--- src/rtl/rf_seq_pkg.sv ---
// Shared opcodes, FSM state encoding and status-flag bit positions for the RF
// operation sequencer.
package rf_seq_pkg;

   localparam logic [3:0] OP_ADD = 4'd0;
   localparam logic [3:0] OP_SUB = 4'd1;
   localparam logic [3:0] OP_AND = 4'd2;
   localparam logic [3:0] OP_OR  = 4'd3;
   localparam logic [3:0] OP_XOR = 4'd4;
   localparam logic [3:0] OP_MOV = 4'd5;
   localparam logic [3:0] OP_CMP = 4'd6;

   typedef enum logic [1:0] {
      S_IDLE  = 2'd0,
      S_READ  = 2'd1,
      S_EXEC  = 2'd2,
      S_WRITE = 2'd3
   } state_t;

   localparam int FLAG_W = 5;
   localparam int FLAG_C = 0;
   localparam int FLAG_L = 1;
   localparam int FLAG_F = 2;
   localparam int FLAG_Z = 3;
   localparam int FLAG_N = 4;

   function automatic logic op_is_legal(input logic [3:0] op);
      return op <= OP_CMP;
   endfunction

   // Every legal opcode below CMP produces a register result.
   function automatic logic op_writes_back(input logic [3:0] op);
      return op < OP_CMP;
   endfunction

endpackage

--- src/rtl/rf_seq_alu.sv ---
// Combinational ALU for the RF sequencer: result, candidate flag values and a
// mask selecting which status flags the operation is allowed to change.
module rf_seq_alu
   import rf_seq_pkg::*;
#(
   parameter int DATA_W = 16
) (
   input  logic [DATA_W-1:0] a,
   input  logic [DATA_W-1:0] b,
   input  logic [3:0]        op,
   output logic [DATA_W-1:0] result,
   output logic [FLAG_W-1:0] flags_nxt,
   output logic [FLAG_W-1:0] flags_mask
);

   localparam int MSB = DATA_W - 1;

   logic [DATA_W:0] sum;
   logic [DATA_W:0] diff;

   always_comb begin
      sum        = {1'b0, a} + {1'b0, b};
      diff       = {1'b0, a} - {1'b0, b};
      result     = '0;
      flags_nxt  = '0;
      flags_mask = '0;
      case (op)
         OP_ADD: begin
            result            = sum[MSB:0];
            flags_nxt[FLAG_C] = sum[DATA_W];
            flags_nxt[FLAG_F] = (a[MSB] == b[MSB]) && (sum[MSB] != a[MSB]);
            flags_mask[FLAG_C] = 1'b1;
            flags_mask[FLAG_F] = 1'b1;
         end
         OP_SUB: begin
            // The extra top bit of the widened difference is the unsigned borrow.
            result            = diff[MSB:0];
            flags_nxt[FLAG_C] = diff[DATA_W];
            flags_nxt[FLAG_F] = (a[MSB] != b[MSB]) && (diff[MSB] != a[MSB]);
            flags_mask[FLAG_C] = 1'b1;
            flags_mask[FLAG_F] = 1'b1;
         end
         OP_AND: result = a & b;
         OP_OR:  result = a | b;
         OP_XOR: result = a ^ b;
         OP_MOV: result = b;
         OP_CMP: begin
            result            = diff[MSB:0];
            flags_nxt[FLAG_Z] = (a == b);
            flags_nxt[FLAG_L] = diff[DATA_W];
            flags_nxt[FLAG_N] = ($signed(a) < $signed(b));
            flags_mask[FLAG_Z] = 1'b1;
            flags_mask[FLAG_L] = 1'b1;
            flags_mask[FLAG_N] = 1'b1;
         end
         default: ;
      endcase
   end

endmodule

--- src/rtl/rf_op_sequencer.sv ---
// Multi-cycle controller driving the RF port interface: one reg/imm operation
// per handshake, operand read, ALU execute, optional write-back, status flags.
//
//   state   | meaning
//   --------+-----------------------------------------------------------
//   S_IDLE  | req_ready high, latch request on handshake
//   S_READ  | drive RF read addresses, capture operands A and B
//   S_EXEC  | register ALU result, update flags, pick write-back or done
//   S_WRITE | one-cycle RF write of the result to rdest
module rf_op_sequencer
   import rf_seq_pkg::*;
#(
   parameter int DATA_W = 16,
   parameter int ADDR_W = 3
) (
   input  logic              clk,
   input  logic              reset,
   input  logic              req_valid,
   output logic              req_ready,
   input  logic [3:0]        req_op,
   input  logic [ADDR_W-1:0] req_rdest,
   input  logic [ADDR_W-1:0] req_rsrc,
   input  logic [DATA_W-1:0] req_imm,
   input  logic              req_use_imm,
   output logic [ADDR_W-1:0] rf_addr1,
   output logic [ADDR_W-1:0] rf_addr2,
   output logic              rf_wr_en,
   output logic [DATA_W-1:0] rf_wr_data,
   input  logic [DATA_W-1:0] rf_rd_data1,
   input  logic [DATA_W-1:0] rf_rd_data2,
   output logic [4:0]        flags,
   output logic              done,
   output logic              err
);

   state_t              state_q,   state_d;
   logic [3:0]          op_q,      op_d;
   logic [ADDR_W-1:0]   rdest_q,   rdest_d;
   logic [ADDR_W-1:0]   rsrc_q,    rsrc_d;
   logic [DATA_W-1:0]   imm_q,     imm_d;
   logic                use_imm_q, use_imm_d;
   logic [DATA_W-1:0]   a_q,       a_d;
   logic [DATA_W-1:0]   b_q,       b_d;
   logic [DATA_W-1:0]   result_q,  result_d;
   logic [FLAG_W-1:0]   flags_q,   flags_d;
   logic                done_q,    done_d;
   logic                err_q,     err_d;

   logic [DATA_W-1:0]   alu_result;
   logic [FLAG_W-1:0]   alu_flags_nxt;
   logic [FLAG_W-1:0]   alu_flags_mask;
   logic                wr_en_raw;

   rf_seq_alu #(
      .DATA_W (DATA_W)
   ) u_alu (
      .a          (a_q),
      .b          (b_q),
      .op         (op_q),
      .result     (alu_result),
      .flags_nxt  (alu_flags_nxt),
      .flags_mask (alu_flags_mask)
   );

   always_comb begin
      state_d    = state_q;
      op_d       = op_q;
      rdest_d    = rdest_q;
      rsrc_d     = rsrc_q;
      imm_d      = imm_q;
      use_imm_d  = use_imm_q;
      a_d        = a_q;
      b_d        = b_q;
      result_d   = result_q;
      flags_d    = flags_q;
      done_d     = 1'b0;
      err_d      = 1'b0;
      req_ready  = 1'b0;
      rf_addr1   = '0;
      rf_addr2   = '0;
      rf_wr_data = '0;
      wr_en_raw  = 1'b0;
      case (state_q)
         S_IDLE: begin
            req_ready = 1'b1;
            if (req_valid) begin
               op_d      = req_op;
               rdest_d   = req_rdest;
               rsrc_d    = req_rsrc;
               imm_d     = req_imm;
               use_imm_d = req_use_imm;
               state_d   = S_READ;
            end
         end
         S_READ: begin
            rf_addr1 = rdest_q;
            rf_addr2 = rsrc_q;
            a_d      = rf_rd_data1;
            b_d      = use_imm_q ? imm_q : rf_rd_data2;
            state_d  = S_EXEC;
         end
         S_EXEC: begin
            // An illegal opcode yields an all-zero mask, so flags hold.
            result_d = alu_result;
            flags_d  = (flags_q & ~alu_flags_mask) | (alu_flags_nxt & alu_flags_mask);
            if (op_writes_back(op_q)) begin
               state_d = S_WRITE;
            end else begin
               state_d = S_IDLE;
               done_d  = 1'b1;
               err_d   = !op_is_legal(op_q);
            end
         end
         S_WRITE: begin
            rf_addr1   = rdest_q;
            rf_wr_data = result_q;
            wr_en_raw  = 1'b1;
            state_d    = S_IDLE;
            done_d     = 1'b1;
         end
         default: state_d = S_IDLE;
      endcase
   end

   // A reset landing on the WRITE cycle must not commit the RF write.
   assign rf_wr_en = wr_en_raw & ~reset;
   assign flags    = flags_q;
   assign done     = done_q;
   assign err      = err_q;

   always_ff @(posedge clk) begin
      if (reset) begin
         state_q   <= S_IDLE;
         op_q      <= '0;
         rdest_q   <= '0;
         rsrc_q    <= '0;
         imm_q     <= '0;
         use_imm_q <= 1'b0;
         a_q       <= '0;
         b_q       <= '0;
         result_q  <= '0;
         flags_q   <= '0;
         done_q    <= 1'b0;
         err_q     <= 1'b0;
      end else begin
         state_q   <= state_d;
         op_q      <= op_d;
         rdest_q   <= rdest_d;
         rsrc_q    <= rsrc_d;
         imm_q     <= imm_d;
         use_imm_q <= use_imm_d;
         a_q       <= a_d;
         b_q       <= b_d;
         result_q  <= result_d;
         flags_q   <= flags_d;
         done_q    <= done_d;
         err_q     <= err_d;
      end
   end

endmodule
--- config.mk ---
export PLATFORM = sky130hd
export DESIGN_NAME = rf_op_sequencer
export DESIGN_NICKNAME = d
export VERILOG_FILES = /design/src/rtl/rf_seq_pkg.sv /design/src/rtl/rf_seq_alu.sv /design/src/rtl/rf_op_sequencer.sv
export SDC_FILE = /design/constraint.sdc
export NUM_CORES = 1
export LEC_CHECK = 0
export CELL_PAD_IN_SITES_DETAIL_PLACEMENT = 0
export CELL_PAD_IN_SITES_GLOBAL_PLACEMENT = 2
export CORE_MARGIN = 4
export CORE_UTILIZATION = 30
export CTS_BUF_LIST = sky130_fd_sc_hd__clkbuf_4
export DETAILED_ROUTE_END_ITERATION = 10
export MAX_ROUTING_LAYER = met4
export PLACE_DENSITY_LB_ADDON = 0.1
export RECOVER_POWER = 25
export SYNTH_ARGS = -nofsm -noshare
export SYNTH_HDL_FRONTEND = slang
export SYNTH_SLANG_ARGS = --single-unit
--- constraint.sdc ---
create_clock -name clk -period 2.3 [get_ports clk]
set_input_delay 0.345 -clock clk [delete_from_list [all_inputs] [get_ports clk]]
set_output_delay 0.345 -clock clk [all_outputs]
set_load 0.03 [all_outputs]
==> results of run 1 <==
## power breakdown
group / internal, uW / switching (uW)
sequential: 1570 / 81.5
clock: 466 / 637
combinational: 1180 / 1390
total: 3220 / 2110
## layout make-up
type                    instances  area (um^2)
repair buffers                279         2410
well taps                     270          338
clock inverters                 6         96.3
clock buffers                  10         75.1
diodes                          2         5.00
inverters                      52          198
fillers                      2100        11000
flip-flops and latches         84         1710
multi-input cells             639         4720
## worst max path at each step
stage          startpoint            to  slack, ns
2_1_floorplan      b_q[0]  result_q[12]       0.02
3_3_place_gp       a_q[2]   result_q[3]      -0.35
3_5_place_dp       b_q[2]   result_q[3]      -0.35
4_1_cts            a_q[0]  result_q[12]      -0.06
5_1_grt            b_q[0]  result_q[12]      -0.10
6_report           b_q[0]  result_q[12]      -0.05
## per-stage QoR
stage	setup TNS, ns	total power, uW	hold WS (ns)
floorplan	0	2860	0.425
global placement	-1.26	3900	0.438
detailed placement	-1.80	3900	0.447
CTS	-0.116	5150	0.255
global route	-0.483	5650	0.352
finish	-0.0806	5330	0.380
## flip-flops by register name, summed over array words and instances, names as in the netlist, named ones only
register   cells
a_q           16
b_q           16
done           1
err            1
imm_q         16
op_q           4
rdest_q        3
result_q      16
rsrc_q         3
state_q        2
use_imm_q      1
## critical path, delay by kind of cell, from the launching register on
| kind | cells | cell delay (ns) |
|---|---|---|
| DFF | 1 | 0.41 |
| AOI/OAI and AO/OA | 3 | 0.55 |
| adders and majority gates | 2 | 0.48 |
| buffers and inverters | 2 | 0.19 |
| and+or+nand+nor | 3 | 0.62 |
## cell usage in the layout (no fill, tap or decap), types with 7 or more instances in the layout
master,count
and3_1,21
dlygate4sd2_1,10
inv_1,45
ha_4,13
dfxtp_2,15
ha_1,32
mux2i_1,22
buf_12,9
dfxtp_1,66
a21oi_1,72
and2_1,8
a211oi_1,24
o21ai_2,7
a21oi_2,7
nor2_1,67
nor2b_1,7
clkbuf_4,10
buf_4,181
nor3_1,15
a21o_1,8
nand3_1,14
clkdlybuf4s50_1,70
nand2_1,120
a221oi_1,9
a31oi_1,8
o21ai_0,21
o211ai_1,10
nand2b_1,11
## per-layer routing
layer | vias to the layer above | wire [um] | GRT usage [%]
met4 | 0 | 605 | 6.81
met1 | 3337 | 12800 | 31.3
met2 | 243 | 11500 | 32.7
li1 | 3447 | - | -
met5 | - | 0 | -
met3 | 50 | 1380 | 3.65
## kinds of logic after synthesis
kind of cell               share of synthesized area [%]
buffers and inverters                               7.64
xor gates and xnor gates                           0.138
AOI/OAI and AO/OA                                   27.3
adders and majority gates                           10.3
muxes                                               3.46
DFF                                                 26.5
and+or+nand+nor                                     24.7
## repair_timing
action                     in CTS  in global routing
gates resized for setup        64                 86
pin swaps                      19                 42
setup buffers                   3                  9
setup endpoints to repair      26                 17
## synth_stat cells, drive strengths merged (4+ instances only)
cell type / number / share of area (%)
nand2: 120 / 7.1
dfxtp: 84 / 26
a21oi: 79 / 6.2
nor2: 69 / 4.1
inv: 51 / 3.0
ha: 49 / 9.6
clkbuf: 37 / 2.3
o21ai: 30 / 2.4
a211oi: 28 / 3.3
and3: 22 / 2.2
buf: 22 / 2.2
mux2i: 22 / 3.5
nor3: 21 / 1.9
nand3: 15 / 1.2
nor2b: 13 / 1.3
a221oi: 12 / 1.8
nand2b: 11 / 1.1
o211ai: 11 / 1.4
a31oi: 10 / 1.2
and2: 9 / 0.93
o31ai: 9 / 1.3
a21o: 8 / 0.94
a311oi: 7 / 0.96
nor4: 7 / 1.3
a211o: 5 / 0.69
a22oi: 5 / 0.59
nor4b: 5 / 1.0
o21bai: 5 / 0.59
nor3b: 4 / 0.55
o2111ai: 4 / 0.55
or2: 4 / 0.39
==> metrics.cfg, run 1 <==
[synth]
synth_cell_types = 85
synth_area_per_cell_um2 = 7.62
synth_ff_type = dfxtp_1
yosysSeqAreaShare_pct = 26.5
synth-edff-count = 0
syn_nets = 947
synthesis.area_mm2 = 0.00636
yosysWarnings = 0
synthArstFlopShare_pct = 0
ys_ff_latch = 84
synthCells = 834

[routing]
wl_um = 26300
wl_per_cell_um = 19.6
antenna_left = 0
via_per_inst = 5.27
drtIter0Drc = 419
first_pass_iters = 7
vias = 7077
drc = 0

[placement]
placed_cell_area_mm2 = 0.00873
post-place-ws_ns = -0.352
dpl.cell_count = 1312
gp_congestion = 0.932
hpwl_um = 20700
port_buffers = 92

[setup_path]
r2r-start = b_q[0]
worstPathCellList = ha_4 -> inv_2 -> fa_2 -> and2b_2 -> o2111ai_4 -> a211oi_2 -> buf_4 -> o211ai_1 -> nor4b_2 -> nor4_1
critPathLaunchType = register
cp_slowest_cell = dfxtp_4
cp.arrival_ns = 2.74
r2r_end = result_q[12]
crit_path_end_kind = register
rrSetupSlack_ns = -0.05
required_ns = 2.69
worstSetupPathType = register to register
slowest_delay_ns = 0.41
reg2reg_depth = 10
crit_path_max_fanout = 3

[sta]
final.min_clock_period_ns = 2.35
worst_pin_slew_ns = 1.50
hold_violations = 0
worst_slack_ns = -0.0483
relSlewSlack_pct = -0.332
final.period_utilization_pct = 102
fmax_mhz = 426
finClkSkew_ns = 0.0309
rsz0062_at_grt = yes
slew_viol_final = 66
finalSetupViolations = 2

[floorplan]
die_w_um = 154
fp.coreArea_mm2 = 0.0206
initial_core_util_pct = 30.9
die_h_um = 154
num_rows = 52
die_area_mm2 = 0.0236
ioPinCount = 93

[clock_tree]
worst_setup_hold_path_clk_slew_ns = 0.17
worstSkewPairLatency_ns = 0.50
cts_tree = yes
htree_levels = 3
clock_path_buffers = 2
cts-hold-fix-buffers = 0
clock_sinks = 84
cts_made_buffers = 9
root_buffer = clkbuf_4

[min_path]
holdPathEnd = op_q[1]
hp-start = req_op[1]
hp-class = input port to register
hold_depth = 3

[layout]
fin_nets = 1178
final_util_pct = 46.4
final_area_mm2 = 0.00955
syn_to_final_growth_pct = 50.2
drive_gt1_share_pct = 31.1
stdcell_count = 1342

[global_routing]
antenna_found_initial = 1
grt_pass1_vias = 6938
grt_max_degree = 68
grt_pass1_wl_um = 40300
grt-ovfl-total = 0
track_usage_pct = 22.2

[power]
ir_worst_vdd_v = 0.000271
power_density_mw_per_mm2 = 558
power.leakage_uw = 0.00384

[outcome]
status = finished, violations left
failed_checks = max-capacitance violations, max-slew violations, negative setup slack

[flow_run]
drv_cap = 1

No activity file was read; power rests on OpenSTA's default activity.
==> run 2: changes to the inputs <==
--- a/config.mk
+++ b/config.mk
@@ -5,6 +5,7 @@
 export SDC_FILE = /design/constraint.sdc
 export NUM_CORES = 1
 export LEC_CHECK = 0
+export CAP_MARGIN = 20
 export CELL_PAD_IN_SITES_DETAIL_PLACEMENT = 0
 export CELL_PAD_IN_SITES_GLOBAL_PLACEMENT = 2
 export CORE_MARGIN = 4
==> results of run 2 <==
The final DEF is identical to that of run 1; final timing and power are the same.
